### src/rtl/timer_sched_if.sv
// Config request and expiry-event handshake bundle for timer_sched.
// The master side issues channel configs and consumes expiry events.
interface timer_sched_if #(
  parameter int NCH   = 4,
  parameter int WIDTH = 16
) ();
  localparam int CW = $clog2(NCH);

  logic             cfg_valid;
  logic             cfg_ready;
  logic [CW-1:0]    cfg_ch;
  logic [1:0]       cfg_op;
  logic [WIDTH-1:0] cfg_period;
  logic             evt_valid;
  logic [CW-1:0]    evt_ch;
  logic             evt_ready;

  modport master (
    output cfg_valid, cfg_ch, cfg_op, cfg_period, evt_ready,
    input  cfg_ready, evt_valid, evt_ch
  );

  modport slave (
    input  cfg_valid, cfg_ch, cfg_op, cfg_period, evt_ready,
    output cfg_ready, evt_valid, evt_ch
  );
endinterface

### src/rtl/timer_sched.sv
// Base-tick prescaler feeding NCH one-shot/periodic channels; expiries are handed out round-robin.
// Define TIMER_SCHED_OVERRUN_EN to add sticky per-channel overrun flags and the overrun port.
module timer_sched #(
  parameter int DIV   = 10000,
  parameter int NCH   = 4,
  parameter int WIDTH = 16
) (
  input  logic           clk,
  input  logic           rst,
  timer_sched_if.slave   bus,
  output logic [NCH-1:0] active,
  output logic           tick
`ifdef TIMER_SCHED_OVERRUN_EN
  ,
  output logic [NCH-1:0] overrun
`endif
);
  localparam int CW = $clog2(NCH);
  localparam int PW = $clog2(DIV);
  localparam logic [PW-1:0] CNT_LAST = PW'(DIV - 1);
  localparam logic [1:0] OP_ONESHOT  = 2'b01;
  localparam logic [1:0] OP_PERIODIC = 2'b10;
  localparam logic [1:0] OP_CLEAR    = 2'b11;

  logic [PW-1:0]    cnt;
  logic [WIDTH-1:0] count  [NCH];
  logic [WIDTH-1:0] reload [NCH];
  logic [NCH-1:0]   periodic;
  logic [NCH-1:0]   pending;
  logic             evt_valid_q;
  logic [CW-1:0]    evt_ch_q;
  logic [CW-1:0]    last_grant;

  logic             cfg_fire;
  logic             cfg_start;
  logic             evt_load;
  logic             gnt_found;
  logic [CW-1:0]    gnt_idx;
  logic [CW-1:0]    gnt_probe;
  logic [NCH-1:0]   expire;
  logic [NCH-1:0]   cfg_hit;
  logic [NCH-1:0]   gnt_clr;

  assign tick          = (cnt == CNT_LAST);
  assign bus.cfg_ready = ~tick;
  assign bus.evt_valid = evt_valid_q;
  assign bus.evt_ch    = evt_ch_q;
  assign cfg_fire      = bus.cfg_valid & ~tick;
  assign cfg_start     = ((bus.cfg_op == OP_ONESHOT) || (bus.cfg_op == OP_PERIODIC))
                         && (bus.cfg_period != '0);
  assign evt_load      = ~evt_valid_q | bus.evt_ready;

  always_comb begin
    for (int i = 0; i < NCH; i++) begin
      expire[i]  = tick & active[i] & (count[i] == WIDTH'(1));
      cfg_hit[i] = cfg_fire & (bus.cfg_ch == CW'(i));
    end
  end

  // Round-robin search starts just past the last granted channel.
  always_comb begin
    gnt_found = 1'b0;
    gnt_idx   = last_grant;
    gnt_probe = last_grant;
    for (int k = 1; k <= NCH; k++) begin
      gnt_probe = last_grant + CW'(k);
      if (!gnt_found && pending[gnt_probe]) begin
        gnt_found = 1'b1;
        gnt_idx   = gnt_probe;
      end
    end
    gnt_clr = (evt_load && gnt_found) ? (NCH'(1) << gnt_idx) : '0;
  end

  always_ff @(posedge clk or posedge rst) begin
    if (rst) begin
      cnt         <= '0;
      active      <= '0;
      periodic    <= '0;
      pending     <= '0;
      evt_valid_q <= 1'b0;
      evt_ch_q    <= '0;
      last_grant  <= CW'(NCH - 1);
      for (int i = 0; i < NCH; i++) begin
        count[i]  <= '0;
        reload[i] <= '0;
      end
`ifdef TIMER_SCHED_OVERRUN_EN
      overrun     <= '0;
`endif
    end else begin
      cnt <= tick ? '0 : cnt + PW'(1);

      for (int i = 0; i < NCH; i++) begin
        if (cfg_hit[i]) begin
          if (cfg_start) begin
            active[i]   <= 1'b1;
            periodic[i] <= (bus.cfg_op == OP_PERIODIC);
            reload[i]   <= bus.cfg_period;
            count[i]    <= bus.cfg_period;
          end else if (bus.cfg_op != OP_CLEAR) begin
            active[i] <= 1'b0;
            count[i]  <= '0;
          end
        end else if (expire[i]) begin
          if (periodic[i]) begin
            count[i] <= reload[i];
          end else begin
            active[i] <= 1'b0;
            count[i]  <= '0;
          end
        end else if (tick && active[i]) begin
          count[i] <= count[i] - WIDTH'(1);
        end

        // A fresh expiry beats an arbiter clear in the same cycle.
        pending[i] <= expire[i] | (pending[i] & ~gnt_clr[i] & ~cfg_hit[i]);

`ifdef TIMER_SCHED_OVERRUN_EN
        if (cfg_hit[i] && (bus.cfg_op == OP_CLEAR))
          overrun[i] <= 1'b0;
        else if (expire[i] && pending[i] && !gnt_clr[i])
          overrun[i] <= 1'b1;
`endif
      end

      if (evt_load) begin
        evt_valid_q <= gnt_found;
        if (gnt_found) begin
          evt_ch_q   <= gnt_idx;
          last_grant <= gnt_idx;
        end
      end
    end
  end
endmodule
### src/flat_wrapper.sv
// flat-port wrapper written by rule: the top's interface ports become plain ports
module timer_sched_flat 
#(
  parameter int DIV   = 10000,
  parameter int NCH   = 4,
  parameter int WIDTH = 16
)
  (clk, rst, active, tick, bus_cfg_valid, bus_cfg_ch, bus_cfg_op, bus_cfg_period, bus_evt_ready, bus_cfg_ready, bus_evt_valid, bus_evt_ch);
  timer_sched_if #(.NCH(NCH), .WIDTH(WIDTH)) bus_i ();
  input  logic clk;
  input  logic rst;
  output logic [NCH-1:0] active;
  output logic tick;
  input wire logic [$bits(bus_i.cfg_valid)-1:0] bus_cfg_valid;
  input wire logic [$bits(bus_i.cfg_ch)-1:0] bus_cfg_ch;
  input wire logic [$bits(bus_i.cfg_op)-1:0] bus_cfg_op;
  input wire logic [$bits(bus_i.cfg_period)-1:0] bus_cfg_period;
  input wire logic [$bits(bus_i.evt_ready)-1:0] bus_evt_ready;
  output wire logic [$bits(bus_i.cfg_ready)-1:0] bus_cfg_ready;
  output wire logic [$bits(bus_i.evt_valid)-1:0] bus_evt_valid;
  output wire logic [$bits(bus_i.evt_ch)-1:0] bus_evt_ch;
  assign bus_i.cfg_valid = bus_cfg_valid;
  assign bus_i.cfg_ch = bus_cfg_ch;
  assign bus_i.cfg_op = bus_cfg_op;
  assign bus_i.cfg_period = bus_cfg_period;
  assign bus_i.evt_ready = bus_evt_ready;
  assign bus_cfg_ready = bus_i.cfg_ready;
  assign bus_evt_valid = bus_i.evt_valid;
  assign bus_evt_ch = bus_i.evt_ch;
  timer_sched #(.DIV(DIV), .NCH(NCH), .WIDTH(WIDTH)) u_core (.clk(clk), .rst(rst), .bus(bus_i), .active(active), .tick(tick));
endmodule
### config.mk
export PLATFORM = sky130hd
export DESIGN_NAME = timer_sched_flat
export DESIGN_NICKNAME = d
export VERILOG_FILES = /design/src/rtl/timer_sched_if.sv /design/src/rtl/timer_sched.sv /design/src/flat_wrapper.sv
export SDC_FILE = /design/constraint.sdc
export NUM_CORES = 1
export LEC_CHECK = 0
export CAP_MARGIN = 25
export CELL_PAD_IN_SITES_DETAIL_PLACEMENT = 1
export CELL_PAD_IN_SITES_GLOBAL_PLACEMENT = 2
export CORE_ASPECT_RATIO = 1.75
export CORE_MARGIN = 8
export CORE_UTILIZATION = 40
export CTS_CLUSTER_SIZE = 25
export DETAILED_ROUTE_END_ITERATION = 12
export DONT_BUFFER_PORTS = 1
export HOLD_SLACK_MARGIN = 0.03
export PLACE_DENSITY = 0.75
export SYNTH_ARGS = -nofsm -noshare
export SYNTH_HDL_FRONTEND = slang
export SYNTH_SLANG_ARGS = --single-unit
### constraint.sdc
create_clock -name clk -period 6.1 [get_ports clk]
set_input_delay 1.22 -clock clk [delete_from_list [all_inputs] [get_ports clk]]
set_output_delay 1.22 -clock clk [all_outputs]
set_load 0.03 [all_outputs]
-- Yosys cells after proc, flatten, opt, wreduce, memory -nomap -nowiden
Cells that the tools add are included.
- bitwise operators: 36
- shift-type cells: 1
- magnitude comparators: 4
- $add $sub $neg: 8
- reductions and logical operators: 36
- multiplexer cells: 50
- eq/ne operators: 19
- operator list (operator ; number):
    2-to-1 mux 16 bit ; 18
    equality test 16 x 1 -> 1 bit (second input constant) ; 4
    subtractor 16 x 1 -> 16 bit (second input constant) ; 4
    2-to-1 mux 1 bit ; 22
    bitwise AND 1 bit ; 21
    AND reduction 2 bit ; 9
    nonzero test 16 bit ; 1
    adder 14 x 1 -> 14 bit (second input constant) ; 1
    equality test 14 bit (second input constant) ; 1
    2-to-1 mux 14 bit ; 1
    < comparator 2 x 3 -> 1 bit (second input constant) ; 4
    inequality test 3 x 2 -> 1 bit (second input constant) ; 4
    AND reduction 3 bit ; 4
    nonzero test 3 bit ; 4
    inequality test 2 bit (second input constant) ; 5
    inverter 1 bit ; 10
    logical AND 1 bit ; 9
    binary-select mux 1 bit (select 2 bit) ; 4
    2-to-1 mux 2 bit ; 4
    nonzero test 2 bit ; 4
    equality test 2 bit (second input constant) ; 3
    bitwise OR 1 bit ; 5
    adder 2 bit (second input constant) ; 2
    equality test 2 x 1 -> 1 bit (second input constant) ; 2
    6 further kinds ; 8
- output and inout bits: 9
- word-level logic and storage cells: 175
- register bits after elaboration: 159

-- Depth between registers and ports, before layout
- depth after elaboration: 19
- mapped depth: 11
- depth with buffers taken out: 8

-- Worst setup path after synthesis
Ideal clock, no wire load.
- path kind: flip-flop to output port
- start point: register u_core.cnt[4]
- end point: output tick
- data arrival time: 2.005 ns
- data required time: 4.880 ns
- stages on the path, launching flop included: 5
- setup slack: 2.875 ns
- cells stage by stage: dfrtp_1 -> or4b_4 -> nor4_4 -> buf_2 -> buf_1
- longest elaborated chain between the ends: 1
- ends and longest elaborated chain (item ; RTL line ; RTL):
    start, declared ; timer_sched.sv:25 ; logic [PW-1:0] cnt;
    start signal, assigned ; timer_sched.sv:92 ; cnt <= tick ? '0 : cnt + PW'(1);
    equality test 14 bit ; timer_sched.sv:44 ; assign tick = (cnt == CNT_LAST);
    end, declared ; flat_wrapper.sv:13 ; output logic tick;
Every way passes these cells.

-- Final worst setup path
- start point: register u_core.cnt[0]
- end point: register u_core.count[23] (netlist bit)
- longest elaborated chain between the ends: 6
- elaborated cells between the ends (all ways): 12
- classes of those cells: eq/ne: 2; mux: 2; bitwise: 5; reduce/logical: 3
- ends and longest elaborated chain (item ; RTL line ; RTL):
    equality test 14 bit * ; timer_sched.sv:44 ;
    inverter 1 bit * ; -- ;
    named net bus_cfg_ready ; flat_wrapper.sv:19 ; output wire logic [$bits(bus_i.cfg_ready)-1:0] bus_cfg_ready;
    bitwise AND 1 bit * ; timer_sched.sv:48 ; assign cfg_fire = bus.cfg_valid & ~tick;
    bitwise AND 1 bit * ; timer_sched.sv:56 ; cfg_hit[i] = cfg_fire & (bus.cfg_ch == CW'(i));
    inequality test 3 x 2 -> 1 bit (no line) / nonzero test 3 bit (equally long branches) ; -- ;
    AND reduction 2 bit (no line) ; -- ;
    end signal, assigned by index ; timer_sched.sv:100 ; count[i] <= bus.cfg_period;
    end signal, assigned by index ; timer_sched.sv:107 ; count[i] <= reload[i];
    end signal, assigned by index ; timer_sched.sv:113 ; count[i] <= count[i] - WIDTH'(1);
    end, declared ; timer_sched.sv:26 ; logic [WIDTH-1:0] count [NCH];
Mark *: on every way through the listed nets, which the timed path passes. The rest lies on a longest branch.
A chain may end at the register's enable or synchronous reset.

==> run summary <==
Setup TNS -> 0 ns
Drt first pass iters -> 4
Die extent in x -> 128 µm
Seq pwr share -> 47.9%
Number of setup buffers added after CTS -> 0
Area delta synth->final -> 9.31%
F_max -> 291 MHz
Sequential share of the synthesized area -> 45.4%
Slew HR -> 37.6%
Core ar. -> 21500 µm²
Critical Path End Type -> flip-flop
CP Data Arrival Time -> 3.79 ns
Yosys reg bits -> 159
Total length of routed wires -> 27.8 mm
Full die area -> 27100 µm²
Root buf cell -> clkbuf_16
Sw frac -> 32.7%
Peak fanout along the critical path -> 15
Via count -> 7408
Wire length per cell -> 22.1 µm
R2R setup slack -> 2.66 ns
Cell Rows -> 71
Largest family of logic cells by synthesized area -> simple AND/OR/NAND/NOR gates
Worst vdd ir -> 0.000192 V
P_sw -> 1.11 mW
Initial antenna violation count -> 0
Critical path startpoint category -> flip-flop
Hold WC Path Type -> flip-flop to flip-flop
Placed cell areas -> 8990 µm²
CP cell instances -> ha_1 > nand3_1 > nor4_4 > inv_2 > nand4b_1 > o21ai_1 > nor2_1 > a31oi_1
Slew Limit Fails -> 0
Antenna Nets Post-Route -> 0
Most common library cells after synthesis -> dfrtp_1, nand2_1, nor2_1
TritonCTS buffer count -> 17
Multi-input gate area -> 4410 µm²
Reg area -> 3980 µm²
Outcome -> finished, final reports clean
Worst-Margin Slew -> 0.933 ns
Final hold violation count -> 0
Worst-path clk slew -> 0.07 ns
Top FF cell, synth -> dfrtp_1
Pint -> 2.27 mW
Total power -> 3.38 mW
Residual DRC count -> 0
DRT iter0 DRCs -> 463
PortBufs -> 0
Largest net degree at the start of global routing -> 69
Simple-gate share of the synthesized area -> 23.2%
Post-synth ARST share -> 100%
Die H -> 212 µm
Cell Area, Synth -> 8770 µm²
Post-Syn Area per Cell -> 8.92 µm²
GR Overflow Total -> 0
YS warnings -> 0
Crit path buf inv count -> 1
Setup Viol. Count Final -> 0
Fillers -> 2461
WP data required -> 6.45 ns
Crit path kind -> flip-flop to flip-flop
Fin crit period -> 3.44 ns
RSZ-0062 raised after global routing -> false
Layout net count -> 992
Syn nets -> 1018
Vias/cell -> 5.88
Worst-skew pair later-pin latency -> 0.43 ns
Adder-cell share of the synthesized area -> 1.57%
Post-cts resize count -> 0
CTS Buffer Depth -> 2
Post-synth EDFFs -> 0
Comb power frac -> 19.6%
First-pass GRT wire length -> 44.7 mm
Layout cell share with drive strength beyond 1 -> 9.09%
Routability cong. -> 0.800
Pwr Density -> 352 nW/µm²
Number of distinct library cells after synthesis -> 72
Global Route Usage Sum -> 21.3%
Cell accounting for the most synthesized area -> dfrtp_1
CTS Sinks -> 159
Max-Cap Viols -> 0
CTS tree -> done
Vias in the first global route -> 8055
Cell family with most CP delay -> simple AND/OR/NAND/NOR gates
Htree depth -> 4
Leakage power -> 3.99 nW
Synth top area share -> 44.8%
Post-DP HPWL -> 19.3 mm
Crit share post-route -> 56.4%
Synth Area in XOR/XNOR -> 5.09%
Max Clock Skew -> 0.0105 ns
Largest cells by area after synthesis -> dfrtp_1, nand2_1, nor2_1
Fin area -> 9590 µm²
# diodes -> 0
Synth Area in Compound Gates -> 16.4%
CP max stage delay -> 0.90 ns
Io pins -> 33
CP max stage cell -> o21ai_1
Most common cell in the synthesized netlist -> dfrtp_1
Clock Power Share -> 32.4%
Mux share of post-synthesis cell area -> 3.87%
Post-Syn Instances -> 983
CTS Hold Bufs -> 0
Initial Util -> 40.8%
-- cell usage in the layout (no fill, tap or decap), drive strengths merged, types with 6 or more instances in the layout --
cell type	instances
a21oi	34
nor3	21
a22oi	16
nand3	30
xor2	20
and2	7
and3	25
clkbuf	19
nand3b	6
or4	9
a31oi	42
nor2	105
o21ai	63
ha	11
nand2	138
buf	10
xnor2	31
nor4	22
mux2i	8
a41oi	6
nor3b	6
o211ai	7
nor2b	9
a311oi	7
clkinv	6
a211o	7
nand4	8
or3	6
mux2	23
dfrtp	157
inv	43
-- sequential cells by signal, indices dropped and copies added, names as in the netlist, 2 cells and up --
| register | flops |
|---|---|
| u_core.count | 64 |
| u_core.active | 4 |
| u_core.reload | 64 |
| u_core.bus.evt_ch | 2 |
| u_core.last_grant | 2 |
| u_core.pending | 4 |
| u_core.cnt | 14 |
| u_core.periodic | 4 |
-- metal layers --
layer	routed length (µm)	GRT usage (%)	vias up
met2	14900	39.0	124
met1	11000	23.5	3794
met3	946	3.65	47
li1	-	-	3443
met5	0	0	-
met4	922	9.60	0
-- stage by stage --
step	hold WS [ns]	setup WS (ns)	std cells	util (%)
2_1_floorplan	0.435	0.592	983	-
3_3_place_gp	0.452	2.49	1227	41.7
3_5_place_dp	0.457	2.38	1228	41.8
4_1_cts	0.473	2.62	1258	44.5
5_1_grt	0.496	2.48	1260	44.6
6_report	0.469	2.66	1260	44.6
-- tightest hold or removal path, cell delays in order (launching register included) --
cell and delay [ns]:
dfrtp_1 0.34, nand2_1 0.05, nand2_1 0.05
-- path summary, 6_finish.rpt --
path | startpoint | end | depth (start not counted)
hold reg to reg | u_core.reload[44]$_DFFE_PP0P_ | u_core.count[44]$_DFFE_PP0P_ | 2
setup reg to reg | u_core.cnt[0]$_DFF_PP0_ | u_core.count[23]$_DFFE_PP0P_ | 8
min in group asynchronous | rst | u_core.count[54]$_DFFE_PP0P_ | 1
setup / recovery | u_core.cnt[0]$_DFF_PP0_ | u_core.count[23]$_DFFE_PP0P_ | 8
hold / removal | u_core.reload[44]$_DFFE_PP0P_ | u_core.count[44]$_DFFE_PP0P_ | 2
max in group asynchronous | rst | u_core.count[61]$_DFFE_PP0P_ | 2
-- cells by family (layout without fill, tap and decap cells) --
kind of cell    after synthesis  count (layout)
simple gates                411             411
compound gates              222             222
flops                       159             159
buf+inv                      98              83
xor+xnor                     51              51
mux                          31              31
fa+ha+maj                    11              11
-- power by group through the flow --
stage	logic, mW	registers (mW)	clock network [mW]
floorplan	0.578	1.51	0
global placement	0.626	1.62	0
detailed placement	0.663	1.63	0
CTS	0.669	1.62	1.12
global route	0.760	1.66	1.15
finish	0.663	1.62	1.10
-- final cells by class --
type                            instances  share of cell area (%)
Sequential cell                       159                    41.5
Multi-Input combinational cell        726                    46.0
Timing Repair Buffer                   10                   0.861
Tap cell                              292                    3.81
Clock buffer                           19                    4.62
Inverter                               43                    1.74
Clock inverter                         11                    1.49
Note: power is estimated with default switching activity, not from simulation.
==> RTL edit (same settings) <==
`DIV` is set to 10000 in 2 places; all go to 5000.
--- a/src/rtl/timer_sched.sv
+++ b/src/rtl/timer_sched.sv
@@ -2,5 +2,5 @@
 // Define TIMER_SCHED_OVERRUN_EN to add sticky per-channel overrun flags and the overrun port.
 module timer_sched #(
-  parameter int DIV   = 10000,
+  parameter int DIV   = 5000,
   parameter int NCH   = 4,
   parameter int WIDTH = 16
--- a/src/flat_wrapper.sv
+++ b/src/flat_wrapper.sv
@@ -2,5 +2,5 @@
 module timer_sched_flat 
 #(
-  parameter int DIV   = 10000,
+  parameter int DIV   = 5000,
   parameter int NCH   = 4,
   parameter int WIDTH = 16
Formal check against the unedited RTL: no difference found for any inputs over 10 cycles, from zero or initial values and one cycle with rst high; that may be too few to reach the edited logic, so the function may still have changed.
==> RTL edit against the unedited design <==
Count of clock-buffer cells in the layout unchanged. Wire length up 4.8%. Critical path depth unchanged. Final cell count up 1.9%. Sequential cell count down 1. Total power down 1.2%. Synthesized area down 1.4%. Fmax down 6.8%. Global-route usage up 1.7 points. Final area down 0.26%. Worst setup slack worse by 0.25 ns. Largest power group unchanged. Highest routed layer unchanged.
==> RTL edit: results (changes against the unedited design) <==
crit path max-delay cell type nor2_2 (was o21ai_1); biggest regs u_core.count x64, u_core.reload x64, u_core.cnt x13 (was u_core.count x64, u_core.reload x64, u_core.cnt x14); Final clock-cell share 0.0611 (about the same); final-layout clock buffer total 19 (unchanged); post-synth cell types 78 (was 72); total CTS buffers 17 (unchanged); Post-DP HPWL 20.6 mm (was 19.3 mm); P_leak 4.08 nW (was 3.99 nW); critical path fanouts, max 21 (was 15); drt pass-1 iters 5 (was 4); Metal-1 WL 11.5 mm (was 11.0 mm); Place WS 2.43 ns (was 2.38 ns); Non-CTS inverters 30 (was 43); GR Util met3 0.0405 (was 0.0365); Net Sw Power 0.00113 W (was 0.00111 W); count of multi-input gates 756 (was 726); initial antenna violation count 0 (unchanged); via count 7585 (was 7408); CP arrival 4.01 ns (was 3.79 ns); Synthesis Warnings 0 (unchanged); share of post-route cells with drive strength above 1 0.0756 (was 0.0909); length of routed met3 wiring 1.01 mm (was 946 microns); largest cells by area after synthesis dfrtp_1 (45%), nand2_1 (7.5%), nor2_1 (4.8%), a31oi_1 (2.7%), and3_1 (2.7%) (was dfrtp_1 (45%), nand2_1 (5.9%), nor2_1 (4.5%), o21ai_0 (3.4%), xnor2_1 (3.1%)); Seq pwr share 0.483 (was 0.479); final WL 29.1 mm (was 27.8 mm); IR drop worst, VDD 0.000197 V (was 0.000192 V); port buffer count 0 (unchanged); Worst-path clk slew 0.07 ns (about the same); status complete, no violations (unchanged); worst slew pin tran 0.968 ns (was 0.933 ns); multi-input gate area in the final layout 4400 sq um (was 4410 sq um); proportion of synthesized chip area in sequential cells 0.457 (was 0.454); M2 GR Usage 0.409 (was 0.390); async set-reset flop share out of synthesis 1.00 (unchanged); Commonest cells post-synth nand2_1 (174), dfrtp_1 (156), nor2_1 (111) (was dfrtp_1 (157), nand2_1 (137), nor2_1 (105)); count of sequential standard cells 158 (was 159); routability cong. 0.819 (was 0.800); GRT Util Overall 0.230 (was 0.213); Clock Skew 0.00703 ns (was 0.0105 ns); setup bufs post-CTS 0 (unchanged); mux contribution to synthesized area 0.0259 (was 0.0387); Post-Synth Adder-Cell Area 0.0159 (was 0.0157); Fillers 2498 (was 2461); Synth Area in XOR/XNOR 0.0435 (was 0.0509); CTS root buffer clkbuf_16 (unchanged); Placed Area 8950 sq um (was 8990 sq um); vias in the first global route 8323 (was 8055); sequential cell area share 0.414 (was 0.415); die width 127 microns (was 128 microns); count of non-CTS buffers in the layout 16 (was 10); GR Layer Usage met1 0.254 (was 0.235); Gate power share 0.193 (was 0.196); Critical Path Max Stage Delay 0.74 ns (was 0.90 ns); largest net degree at the start of global routing 102 (was 69); first-pass GRT wire length 47.5 mm (was 44.7 mm); initial detailed-routing violation count 416 (was 463); Post-Syn Nets 1025 (was 1018); NonClk Buf Share 0.0152 (was 0.00861); metal2 WL 15.3 mm (was 14.9 mm); post-synthesis compound-gate area fraction 0.163 (was 0.164)
[RTL edit: cell count changes after synthesis, sizes merged, moves of 7 or more]
cell / unedited run / this run
clkbuf: 42 / 30
a211oi: 0 / 7
and3: 25 / 38
inv: 43 / 30
nand2: 138 / 174
a21oi: 34 / 44
nor2: 105 / 112
o21ai: 63 / 71
xnor2: 31 / 17
nand2b: 4 / 11
mux2i: 8 / 1
[RTL edit: kinds of logic (layout without fill, tap and decap cells)]
logic type	count (synthesis)	in the layout
XOR/XNOR	43	43
multiplexers	20	20
adder cells (fa/ha/maj)	11	11
AND/OR/NAND/NOR	458	458
AO/OA/AOI/OAI	224	224
buffers and inverters	76	78
flip-flops	158	158
[RTL edit: critical path, delay by kind of cell, from the launching register on]
family	cells	cell delay, ns
mux	1	0.37
simple gates	4	1.82
buf+inv	2	0.64
flops	1	0.44
fa+ha+maj	1	0.28
[RTL edit: worst paths after layout]
kind / from / endpoint / slack [ns] / depth (start not counted)
worst min-delay path: u_core.reload[17] / u_core.reload[17] / 0.47 / 2
worst max-delay path: u_core.cnt[0] / u_core.reload[47] / 2.41 / 8
min in group asynchronous: rst / u_core.count[4] / 0.51 / 1
worst min register to register: u_core.reload[17] / u_core.reload[17] / 0.47 / 2
max in group asynchronous: rst / u_core.cnt[10] / 4.63 / 2
worst max register to register: u_core.cnt[0] / u_core.reload[47] / 2.41 / 8
[RTL edit: stage by stage]
step	cells	power, W	hold WS (ns)	util
final	1284	0.00334	0.465	0.447
after global routing	1284	0.00353	0.499	0.447
after CTS	1283	0.00336	0.473	0.445
after detailed placement	1251	0.00227	0.456	0.418
after global placement	1247	0.00221	0.450	0.417
after floorplan	990	0.00205	0.437	-
